<file path="config.mk">
export PLATFORM = sky130hd
export DESIGN_NAME = cache_miss_ctrl
export DESIGN_NICKNAME = d
export VERILOG_FILES = /design/src/rtl/cache_miss_ctrl.sv
export SDC_FILE = /design/constraint.sdc
export NUM_CORES = 1
export LEC_CHECK = 0
export BUFFER_PORTS_ARGS = -buffer_cell sky130_fd_sc_hd__buf_2
export CAP_MARGIN = 25
export CORE_AREA = 2 2 108 110
export DETAILED_ROUTE_END_ITERATION = 12
export DIE_AREA = 0 0 110 112
export PLACE_DENSITY = 0.66
export SETUP_SLACK_MARGIN = 0.4
export SYNTH_ARGS = -nofsm -noshare
export SYNTH_HDL_FRONTEND = slang
export SYNTH_SLANG_ARGS = --single-unit
</file>
<file path="constraint.sdc">
create_clock -name clk -period 2.32 [get_ports clk]
set_input_delay 0.232 -clock clk [delete_from_list [all_inputs] [get_ports clk]]
set_output_delay 0.232 -clock clk [all_outputs]
set_load 0.05 [all_outputs]
</file>
<file path="src/rtl/cache_miss_ctrl.sv">
// cache_miss_ctrl
//   Miss-handling controller shared by the instruction and data caches. One
//   line miss is serviced at a time over a word-serial memory port: a dirty
//   d-side victim line is written back first, then the missing line is read
//   and streamed into the owning cache, and a one-cycle done pulse closes
//   the transaction.
//
// Ports
//   clk, rst_n                    clock, asynchronous active-low reset
//   i_miss_req / i_miss_addr      i-cache miss request and byte address
//   d_miss_req / d_miss_addr      d-cache miss request and byte address
//   d_dirty / d_victim_addr       victim state, sampled when the d side is granted
//   d_victim_idx / d_victim_data  combinational victim-word read port
//   fill_idx / fill_data          fill word index and data
//   i_fill_we / d_fill_we         fill write strobes, one per cache
//   i_fill_done / d_fill_done     one-cycle line-complete pulses
//   mem_req/mem_we/mem_addr/mem_wdata/mem_ack/mem_rdata  memory word port
//
// Memory handshake: mem_req and mem_addr/mem_we/mem_wdata stay stable until a
// cycle with mem_ack high; that cycle transfers the word (mem_rdata is valid
// then for reads) and the next word, if any, is presented on the following
// cycle with mem_req still high. mem_ack is ignored while mem_req is low.
module cache_miss_ctrl #(
    parameter int ADDR_W     = 32,
    parameter int DATA_W     = 32,
    parameter int LINE_WORDS = 16,
    parameter int ARB_MODE   = 0,
    localparam int IDX_W     = $clog2(LINE_WORDS)
) (
    input  logic              clk,
    input  logic              rst_n,
    input  logic              i_miss_req,
    input  logic [ADDR_W-1:0] i_miss_addr,
    input  logic              d_miss_req,
    input  logic [ADDR_W-1:0] d_miss_addr,
    input  logic              d_dirty,
    input  logic [ADDR_W-1:0] d_victim_addr,
    output logic [IDX_W-1:0]  d_victim_idx,
    input  logic [DATA_W-1:0] d_victim_data,
    output logic [IDX_W-1:0]  fill_idx,
    output logic [DATA_W-1:0] fill_data,
    output logic              i_fill_we,
    output logic              d_fill_we,
    output logic              i_fill_done,
    output logic              d_fill_done,
    output logic              mem_req,
    output logic              mem_we,
    output logic [ADDR_W-1:0] mem_addr,
    output logic [DATA_W-1:0] mem_wdata,
    input  logic              mem_ack,
    input  logic [DATA_W-1:0] mem_rdata
);

    localparam int WORD_BYTES = DATA_W / 8;
    localparam int STEP_SH    = $clog2(WORD_BYTES);
    localparam int OFF_W      = $clog2(LINE_WORDS * WORD_BYTES);
    localparam logic [ADDR_W-1:0] LINE_MASK = ~((ADDR_W'(1) << OFF_W) - ADDR_W'(1));
    localparam logic [IDX_W-1:0]  LAST_IDX  = IDX_W'(LINE_WORDS - 1);

    typedef enum logic [1:0] {IDLE, WRITEBACK, ALLOC, DONE} state_t;

    state_t            state;
    logic [IDX_W-1:0]  cnt;
    logic              owner_d;       // 1: current line belongs to the d-cache
    logic              last_grant_d;  // side granted most recently
    logic [ADDR_W-1:0] victim_base;
    logic [ADDR_W-1:0] miss_base;
    logic              grant_d;
    logic [ADDR_W-1:0] word_off;

    // D wins when alone, always under fixed priority, and under round-robin
    // only when the previous grant went to I.
    assign grant_d  = d_miss_req && (!i_miss_req || (ARB_MODE == 0) || !last_grant_d);
    assign word_off = ADDR_W'(cnt) << STEP_SH;

    always_ff @(posedge clk or negedge rst_n) begin
        if (!rst_n) begin
            state        <= IDLE;
            cnt          <= '0;
            owner_d      <= 1'b0;
            last_grant_d <= 1'b0;
            victim_base  <= '0;
            miss_base    <= '0;
            mem_req      <= 1'b0;
            mem_we       <= 1'b0;
            i_fill_done  <= 1'b0;
            d_fill_done  <= 1'b0;
        end else begin
            case (state)
                IDLE: begin
                    if (i_miss_req || d_miss_req) begin
                        owner_d      <= grant_d;
                        last_grant_d <= grant_d;
                        cnt          <= '0;
                        victim_base  <= d_victim_addr & LINE_MASK;
                        miss_base    <= (grant_d ? d_miss_addr : i_miss_addr) & LINE_MASK;
                        mem_req      <= 1'b1;
                        mem_we       <= grant_d && d_dirty;
                        state        <= (grant_d && d_dirty) ? WRITEBACK : ALLOC;
                    end
                end
                WRITEBACK: begin
                    if (mem_ack) begin
                        // cnt wraps to 0 on the last word since LINE_WORDS is a power of 2
                        cnt <= cnt + 1'b1;
                        if (cnt == LAST_IDX) begin
                            mem_we <= 1'b0;
                            state  <= ALLOC;
                        end
                    end
                end
                ALLOC: begin
                    if (mem_ack) begin
                        cnt <= cnt + 1'b1;
                        if (cnt == LAST_IDX) begin
                            mem_req     <= 1'b0;
                            i_fill_done <= !owner_d;
                            d_fill_done <= owner_d;
                            state       <= DONE;
                        end
                    end
                end
                DONE: begin
                    i_fill_done <= 1'b0;
                    d_fill_done <= 1'b0;
                    state       <= IDLE;
                end
                default: state <= IDLE;
            endcase
        end
    end

    // Datapath decode from the registered state; fill strobes follow mem_ack
    // within the same cycle so the cache captures mem_rdata as it arrives.
    always_comb begin
        mem_addr     = '0;
        mem_wdata    = '0;
        d_victim_idx = '0;
        fill_idx     = '0;
        fill_data    = '0;
        i_fill_we    = 1'b0;
        d_fill_we    = 1'b0;
        case (state)
            WRITEBACK: begin
                mem_addr     = victim_base + word_off;
                d_victim_idx = cnt;
                mem_wdata    = d_victim_data;
            end
            ALLOC: begin
                mem_addr  = miss_base + word_off;
                fill_idx  = cnt;
                fill_data = mem_rdata;
                i_fill_we = mem_ack && !owner_d;
                d_fill_we = mem_ack && owner_d;
            end
            default: ;
        endcase
    end

endmodule

</file>
Word level (Yosys, flattened, before mapping)
Cells that the tools add are included.
{ "totals": {"ff_bits": 63, "input_bits": 166, "output_inout_bits": 110, "elab_cells": 69} }
{ "op_classes": {"addsub": 3, "eq_ne": 10, "mux": 30, "reduce_logical": 17} }
{ "ops": {"columns": ["op", "count"], "rows": [
  ["two-way mux 32 bit", 3],
  ["adder 32 x 6 -> 32 bit", 2],
  ["one-hot mux 32 bit (2 select lines)", 1],
  ["two-way mux 4 bit", 4],
  ["two-way mux 2 bit", 6],
  ["two-way mux 1 bit", 10],
  ["inequality test 2 bit (second input constant)", 5],
  ["one-hot mux 1 bit (2 select lines)", 4],
  ["one-hot mux 2 bit (4 select lines)", 1],
  ["one-hot mux 4 bit (2 select lines)", 1],
  ["AND reduction 4 bit", 2],
  ["nonzero test 2 bit", 4],
  ["AND reduction 3 bit", 2],
  ["AND reduction 5 bit", 1],
  ["adder 4 x 1 -> 4 bit (second input constant)", 1],
  ["== test 2 bit (second input constant)", 2],
  ["== test 4 bit (second input constant)", 1],
  ["logical AND 1 bit", 3],
  ["== test 2 x 1 -> 1 bit (second input constant)", 1],
  ["logical NOT 2 bit", 1],
  ["inequality test 2 x 1 -> 1 bit (second input constant)", 1],
  ["AND reduction 2 bit", 1],
  ["OR reduction 2 bit", 1],
  ["logical NOT 1 bit", 1],
  ["logical OR 1 bit", 1]
]} }

Depth between registers and ports, before layout
Gate-level depths: netlist of run 1.
{ "logic_depth": {"ltp_word": 4, "mapped_depth": 8, "mapped_depth_nobuf": 5} }

Least setup slack after synthesis of run 1
No wires, ideal clock.
{ "synth_path": {"path_kind": "register -> output", "startpoint": "register state[0]", "endpoint": "output port mem_addr[10]", "t_arrival_ns": 1.907, "setup_slack_ns": 0.181, "stages_incl_launch_ff": 8, "n_path_buf": 3, "cell_sequence": "dfrtp_1 > inv_1 > ha_1 > buf_2 > inv_1 > buf_2 > buf_2 > nor2_1"} }
{ "synth_via": {"elab_chain_cells": 2, "elab_cells_between_ends": 3, "cone_classes": "eq/ne: 2; mux: 1"} }
{ "synth_lines": {"columns": ["element", "line_no", "text"], "rows": [
  ["start: declaration", "62", "state_t state;"],
  ["start signal: assignment", "99", "state <= (grant_d && d_dirty) ? WRITEBACK : ALLOC;"],
  ["== test 2 bit or == test 2 x 1 -> 1 bit (tied branches)", "143", "case (state)"],
  ["one-hot mux 32 bit (2 select lines) (*)", "143", null],
  ["end: declaration", "48", "output logic [ADDR_W-1:0] mem_addr,"]
]} }
Every way passes the cells marked *; elsewhere a longest branch is shown, timed or not.

Worst setup path after layout of run 1
{ "layout_path": {"startpoint": "register state[1]", "endpoint": "register state[0]"} }
{ "layout_via": {"elab_chain_cells": 3, "elab_cells_between_ends": 11, "cone_classes": "eq/ne: 8; mux: 1; reduce/logical: 2"} }
{ "layout_lines": {"columns": ["element", "line_no", "text"], "rows": [
  ["== test 2 x 1 -> 1 bit (tied with other cells)", "89", "case (state)"],
  ["inequality test 2 bit (no source line)", null, null],
  ["AND reduction 5 bit (no source line)", null, null]
]} }
Several ways; a longest one is shown, not always the timed one.
A chain may end at the register's enable or synchronous reset.

==> out/qor.csv, run 1 <==
stage;metric;value;unit
route;Via density;4.90;
synth;top cells by area, synth;dfrtp_1 42%, and2_1 12%, mux2_2 7.8%;
clock_network;clk_lat worst skew;320;ps
finish;most common cell after layout, fill and taps aside;buf_2;
power;Peak VDD IR;744;uV
synth;Synth cell types;38;
synth;Post-synth EDFFs;0;
worst_hold_path;min-delay worst type;primary input to flip-flop;
timing;setup TNS;0;ps
timing;Final Critical Period;1940;ps
die;Initial Util;33.6;%
clock_network;Reg clk slew, reported paths;60;ps
finish;Syn-to-layout area delta;56.6;%
power;leakage;3.02;nW
route;Final ANT Viol Nets;0;
worst_setup_path;Worst EP required;2510;ps
synth;asr flop ratio synth;100;%
synth;Synth Register Bits;63;
worst_setup_path;crit end category;flip-flop;
placement;port buffer count;255;
timing;worst hold slack;138;ps
clock_network;clk buf depth;2;
placement;dpl ws;360;ps
finish;Final #Nets;818;
timing;RSZ-0062 raised after global routing;yes;
power;Pwr Density;1560;mW/mm^2
die;Die Wd;110;microns
timing;final worst setup slack;376;ps
worst_setup_path;Arr. time, crit path;2140;ps
power;total power draw;9.20;mW
finish;fill count;1018;
placement;dpl hpwl;9.04;mm
worst_setup_path;worst-path maximum fanout;8;
die;full die area;0.0123;sq mm
route;Vias;3888;
worst_setup_path;critical path type;flip-flop to flip-flop;
synth;Yosys top cell by area;dfrtp_1;
worst_setup_path;Worst Setup Start Kind;flip-flop;
placement;Final Wtd Congestion;0.783;
global_route;first-pass GRT wire length;19.0;mm
die;row count;39;
finish;most frequent cells in the layout;171 x buf_2, 72 x and2_1, 63 x dfrtp_1;
die;die height;112;microns
global_route;largest net degree at the start of global routing;43;
synth;Post-Synthesis Cells;394;
synth;sequential fraction of the synthesis area;42.0;%
timing;final worst path period share;83.8;%
timing;Final Hold Vio Count;0;
synth;Synth Warn #;0;
outcome;outcome;finished, final reports clean;
route;DR iter-0 viols;144;
timing;worst slew pin tran;655;ps
clock_network;H-tree depth;3;
global_route;vias in the first global route;3982;
timing;Peak Freq;0.514;GHz
global_route;total gr overflow;0;
die;Core ar.;0.0112;sq mm
global_route;initial antenna violation count;0;
finish;Multi-input gate area;0.00204;sq mm
timing;final setup fails;0;
route;post-route DRC violation count;0;
timing;normalized max-slew margin;56.3;%
job;maxcap violations;0;
placement;dpl cells;770;
synth;ys flop type;dfrtp_1;
clock_network;TritonCTS clock tree;done;
finish;diode count;0;
timing;clock skew;8.69;ps
timing;Final Max Slew Viols;0;
finish;total area of sequential cells;0.00158;sq mm
route;wire per inst;15.7;microns
finish;share of cells above drive strength 1;50.8;%
route;final WL;12.5;mm
clock_network;CTS Buf Count;9;
clock_network;CTS sink cnt;63;
global_route;GRT Util Overall;19.6;%
route;TritonRoute pass-1 iters;4;
synth;top cell type's share of synthesized area;42.0;%
worst_setup_path;R2R Setup Slk;380;ps
synth;Post-Syn Area;0.00375;sq mm
synth;Avg Cell Area, Syn;9.53;sq um
finish;fin cells;794;
die;IO Count;276;
clock_network;Root Buffer;clkbuf_16;
==> final cells by class <==
type,count,share of cell area (%)
multi-input combinational,292,34.6
timing repair buffer,274,30.0
sequential,63,26.8
clock buffer,10,4.06
tap,143,3.04
clock inverter,6,1.02
inverter,6,0.383
==> per-stage QoR <==
step                util (%)  instance area (sq um)
finish                  52.6                   5880
detailed placement      46.2                   5160
CTS                     50.9                   5690
global placement        46.2                   5160
floorplan                  -                   3760
global route            52.6                   5880
==> cell usage after synthesis (2+ instances only) <==
cell / count
and2_1: 72
dfrtp_1: 63
o21ai_0: 33
nand2_1: 29
nor2_1: 29
mux2i_1: 27
a22oi_1: 26
mux2_2: 26
clkbuf_1: 14
buf_2: 10
a21oi_1: 8
buf_4: 7
ha_1: 6
inv_1: 6
nand3_1: 6
o21a_1: 5
buf_6: 3
a22o_1: 2
and3_1: 2
nand4_1: 2
==> cells by family (layout without fill, tap and decap cells) <==
family	count (synthesis)	after routing	synth area share [%]
buf+inv	40	296	5.63
other cells	1	2	0.0999
compound gates	81	81	13.7
flops	63	63	42.0
fa+ha+maj	6	6	2.00
mux	54	54	15.3
simple gates	149	149	21.3
==> worst max-delay path, stage by stage (launching register included) <==
cell     delay, ps
dfrtp_1        390
inv_2          140
ha_1           380
or3b_4         470
o21ai_2        100
mux2_1         350
==> metal layers <==
| metal | global-route usage [%] | vias to the layer above | routed length (microns) | share of wire (%) |
|---|---|---|---|---|
| met5 | 0 | - | 0 | 0 |
| li1 | - | 1851 | - | - |
| met1 | 21.8 | 1831 | 4790 | 38 |
| met3 | 6.67 | 17 | 1070 | 8.5 |
| met2 | 33.9 | 189 | 6340 | 51 |
| met4 | 7.51 | 0 | 265 | 2.1 |
==> power by group <==
| part | total (mW) | switching (mW) | leakage [nW] | internal [mW] |
|---|---|---|---|---|
| registers | 1.96 | 0.326 | 0.762 | 1.64 |
| logic | 5.90 | 3.85 | 2.11 | 2.05 |
| clock network | 1.34 | 0.484 | 0.144 | 0.854 |
==> sequential cells by signal, indices dropped and copies added (netlist names) <==
register	count
state	2
victim_base	26
cnt	4
mem_req	1
d_fill_done	1
mem_we	1
i_fill_done	1
miss_base	26
owner_d	1
==> path summary, 6_finish.rpt <==
check,from,endpoint,depth (start not counted)
min in group asynchronous,rst_n,victim_base[17],2
worst max-delay path,state[1],state[0],5
worst min register to register,miss_base[31],miss_base[31],2
worst min-delay path,d_victim_addr[24],victim_base[24],2
max in group asynchronous,rst_n,victim_base[19],3
worst max register to register,state[1],state[0],5
==> timing repair <==
action	4_1_cts	5_1_grt
hold buffers	1	0
gates cloned	0	0
endpoints found under the setup margin	106	85
pin swaps	3	1
hold endpoints to repair	26	0
resized for setup	57	73
setup buffers	6	1
No activity file was read; power rests on OpenSTA's default activity.
==> inputs of run 2 (changes only) <==
- ABC_AREA: unset -> 1
- CORE_AREA: 2 2 108 110 -> 2 2 109 111
- DIE_AREA: 0 0 110 112 -> 0 0 111 113
- clock period: 2.32 -> 1.8 ns (I/O delays scaled with it)
==> run 2 against run 1 <==
  * The flow now finishes with violations (negative setup slack)
  * Global-route usage is 4.0 points higher
  * Count of clock-buffer cells in the layout is 3 higher
  * Worst hold slack worse by 93 ps
  * Die area is 1.8% higher
  * Largest power group unchanged
  * Flip-flop and latch count stayed put
  * Wire length is 32% higher
  * Worst setup slack worse by 510 ps
==> out/qor.csv, run 2 <==
stage;metric;value;unit;change
synth;Yosys top cell by area;dfrtp_1;;unchanged
clock_network;H-tree depth;3;;unchanged
synth;Synth Area in XOR/XNOR;0;%;unchanged
synth;Synth Register Bits;63;;unchanged
clock_network;clk buf depth;2;;unchanged
finish;share of cells above drive strength 1;62.7;%;was 50.8%
clock_network;CTS Buf Count;9;;unchanged
global_route;largest net degree at the start of global routing;39;;was 43
synth;sequential fraction of the synthesis area;40.6;%;was 42.0%
route;post-route DRC violation count;0;;unchanged
power;Pwr Density;2030;mW/mm^2;was 1560 mW/mm^2
timing;Final Critical Period;1940;ps;
synth;asr flop ratio synth;100;%;unchanged
worst_setup_path;critical path type;flip-flop to output port;;was flip-flop to flip-flop
die;Initial Util;34.4;%;was 33.6%
worst_setup_path;Arr. time, crit path;1760;ps;was 2140 ps
clock_network;CTS sink cnt;63;;unchanged
synth;Simple-Gate Fraction of Synth Area;33.7;%;was 21.3%
timing;clock skew;4.18;ps;was 8.69 ps
die;row count;39;;unchanged
synth;Post-Synthesis Cells;595;;was 394
synth;Synth Warn #;0;;unchanged
timing;Final Hold Vio Count;0;;unchanged
synth;Synth Area in Adders;1.94;%;was 2.00%
placement;Final Wtd Congestion;0.900;;was 0.783
synth;Avg Cell Area, Syn;6.52;sq um;was 9.53 sq um
worst_setup_path;worst-path maximum fanout;6;;was 8
finish;Multi-input gate area;0.00275;sq mm;was 0.00204 sq mm
finish;most frequent cells in the layout;180 x nand2_1, 151 x buf_2, 72 x clkinvlp_4;;was 171 x buf_2, 72 x and2_1, 63 x dfrtp_1
synth;Post-Syn Area;0.00388;sq mm;was 0.00375 sq mm
clock_network;Reg clk slew, reported paths;60;ps;about the same
worst_hold_path;min-delay worst type;primary input to flip-flop;;unchanged
global_route;vias in the first global route;4896;;was 3982
job;maxcap violations;0;;unchanged
timing;normalized max-slew margin;59.5;%;was 56.3%
clock_network;Root Buffer;clkbuf_16;;unchanged
worst_setup_path;Worst EP required;1620;ps;was 2510 ps
synth;top cells by count, synth;288 x nand2_1, 83 x inv_1, 63 x dfrtp_1;;was 72 x and2_1, 63 x dfrtp_1, 33 x o21ai_0
synth;Synth cell types;25;;was 38
route;Final ANT Viol Nets;0;;unchanged
route;wire per inst;16.0;microns;was 15.7 microns
timing;final setup fails;92;;was 0
route;DR iter-0 viols;222;;was 144
synth;ys flop type;dfrtp_1;;unchanged
route;TritonRoute pass-1 iters;4;;unchanged
clock_network;clk_lat worst skew;330;ps;was 320 ps
synth;post-synthesis compound-gate area fraction;9.65;%;was 13.7%
outcome;failing checks;negative setup slack;;
worst_setup_path;crit end category;output port;;was flip-flop
finish;Final #Nets;1050;;was 818
synth;post-synthesis mux area share;0;%;was 15.3%
timing;worst slew pin tran;608;ps;was 655 ps
finish;most common cell after layout, fill and taps aside;nand2_1;;was buf_2
finish;top flop regs;miss_base x26, victim_base x26, cnt x4;;unchanged
finish;fill count;807;;was 1018
placement;dpl hpwl;10.3;mm;was 9.04 mm
global_route;GRT Util Overall;23.6;%;was 19.6%
die;full die area;0.0125;sq mm;was 0.0123 sq mm
clock_network;TritonCTS clock tree;done;;unchanged
synth;top-count cell post-synth;nand2_1;;was and2_1
synth;top cell type's share of synthesized area;40.6;%;was 42.0%
synth;Post-synth EDFFs;0;;unchanged
timing;Final Max Slew Viols;0;;unchanged
synth;largest family of logic cells by synthesized area;simple AND/OR/NAND/NOR gates;;unchanged
route;Via density;4.81;;was 4.90
timing;final worst setup slack;-139;ps;was 376 ps
outcome;outcome;finished, violations left;;was finished, final reports clean
global_route;total gr overflow;0;;unchanged
timing;Peak Freq;0.516;GHz;
worst_setup_path;Worst Setup Start Kind;flip-flop;;unchanged
timing;RSZ-0062 raised after global routing;yes;;unchanged
die;die height;113;microns;was 112 microns
route;Vias;4936;;was 3888
power;leakage;3.95;nW;was 3.02 nW
finish;total area of sequential cells;0.00158;sq mm;about the same
timing;final worst path period share;108;%;
timing;worst hold slack;44.2;ps;was 138 ps
route;final WL;16.4;mm;was 12.5 mm
die;Die Wd;111;microns;was 110 microns
die;Core ar.;0.0113;sq mm;was 0.0112 sq mm
worst_setup_path;R2R Setup Slk;0;ps;was 380 ps
placement;port buffer count;255;;unchanged
global_route;first-pass GRT wire length;23.8;mm;was 19.0 mm
die;IO Count;276;;unchanged
placement;dpl ws;43.0;ps;was 360 ps
global_route;initial antenna violation count;1;;was 0
synth;top cells by area, synth;dfrtp_1 41%, nand2_1 28%, inv_1 8.0%;;was dfrtp_1 42%, and2_1 12%, mux2_2 7.8%
finish;Syn-to-layout area delta;118;%;was 56.6%
power;Peak VDD IR;1210;uV;was 744 uV
==> run 2: cell count changes after synthesis, sizes merged, moves of 9 or more <==
cell	delta
nand2	+261
a31oi	+25
mux2	-27
mux2i	-27
buf	+9
inv	+79
a22oi	-26
and2	-72
o21ai	-26
a21oi	+22
==> run 2: kinds of logic (layout without fill, tap and decap cells) <==
logic type | count (synthesis) | in the layout
and+or+nand+nor | 336 | 336
adders and majority gates | 6 | 6
DFF | 63 | 63
AOI/OAI and AO/OA | 67 | 67
other | 1 | 3
buffers and inverters | 122 | 409
==> run 2: worst max-delay path: stages (launching register included) <==
cell	delay, ps
dfrtp_2	450
inv_4	100
ha_4	240
buf_12	140
buf_16	130
nand2_4	50
a21oi_4	150
buf_8	160
==> run 2: what timing repair did <==
action                     in CTS  in global routing
setup endpoints to repair     166                167
hold buffers                    1                  0
buffers inserted               13                  9
hold endpoints to repair       21                  0
cloned                          6                  7
pin swaps                      22                 30
gates resized for setup       296                135
==> run 2: per-layer routing <==
metal	vias up	wire (microns)	part of all wire, %	track usage [%]
li1	2364	-	-	-
met1	2318	6340	39	26.1
met2	218	8370	51	43.1
met3	36	1270	7.7	7.61
met4	0	435	2.6	7.83
met5	-	0	0	0
==> run 2: report_power, final <==
group	total, mW	switching (mW)	internal [mW]
Clock	1.82	0.637	1.18
Sequential	2.67	0.580	2.09
Combinational	12.7	7.51	5.20
==> run 2: layout make-up <==
cell class	count	area share, %
clock inverters	3	0.473
repair buffers	308	35.9
multi-input cells	411	32.5
flip-flops and latches	63	18.6
inverters	85	7.17
well taps	143	2.11
diodes	1	0.0296
clock buffers	13	3.19
==> run 2: worst paths after layout <==
kind	from	endpoint	depth (start not counted)
setup / recovery	state[0]	mem_addr[14]	7
hold / removal	d_victim_addr[27]	victim_base[27]	3
setup reg to reg	state[0]	state[1]	10
hold reg to reg	d_fill_done	d_fill_done	2
max in group asynchronous	rst_n	state[0]	3
min in group asynchronous	rst_n	victim_base[9]	2
==> run 2: through the flow <==
step | utilization (%) | total power, mW | cell area [sq um] | TNS [ps] | cells
final | 75.1 | 17.2 | 8460 | -7920 | 1027
after global routing | 75.1 | 18.0 | 8460 | -12450 | 1026
after CTS | 68.4 | 15.8 | 7710 | -6670 | 1010
after detailed placement | 54.5 | 11.4 | 6150 | 0 | 974
after global placement | 54.5 | 11.3 | 6150 | 0 | 974
after floorplan | - | 9.66 | 4700 | 0 | 596
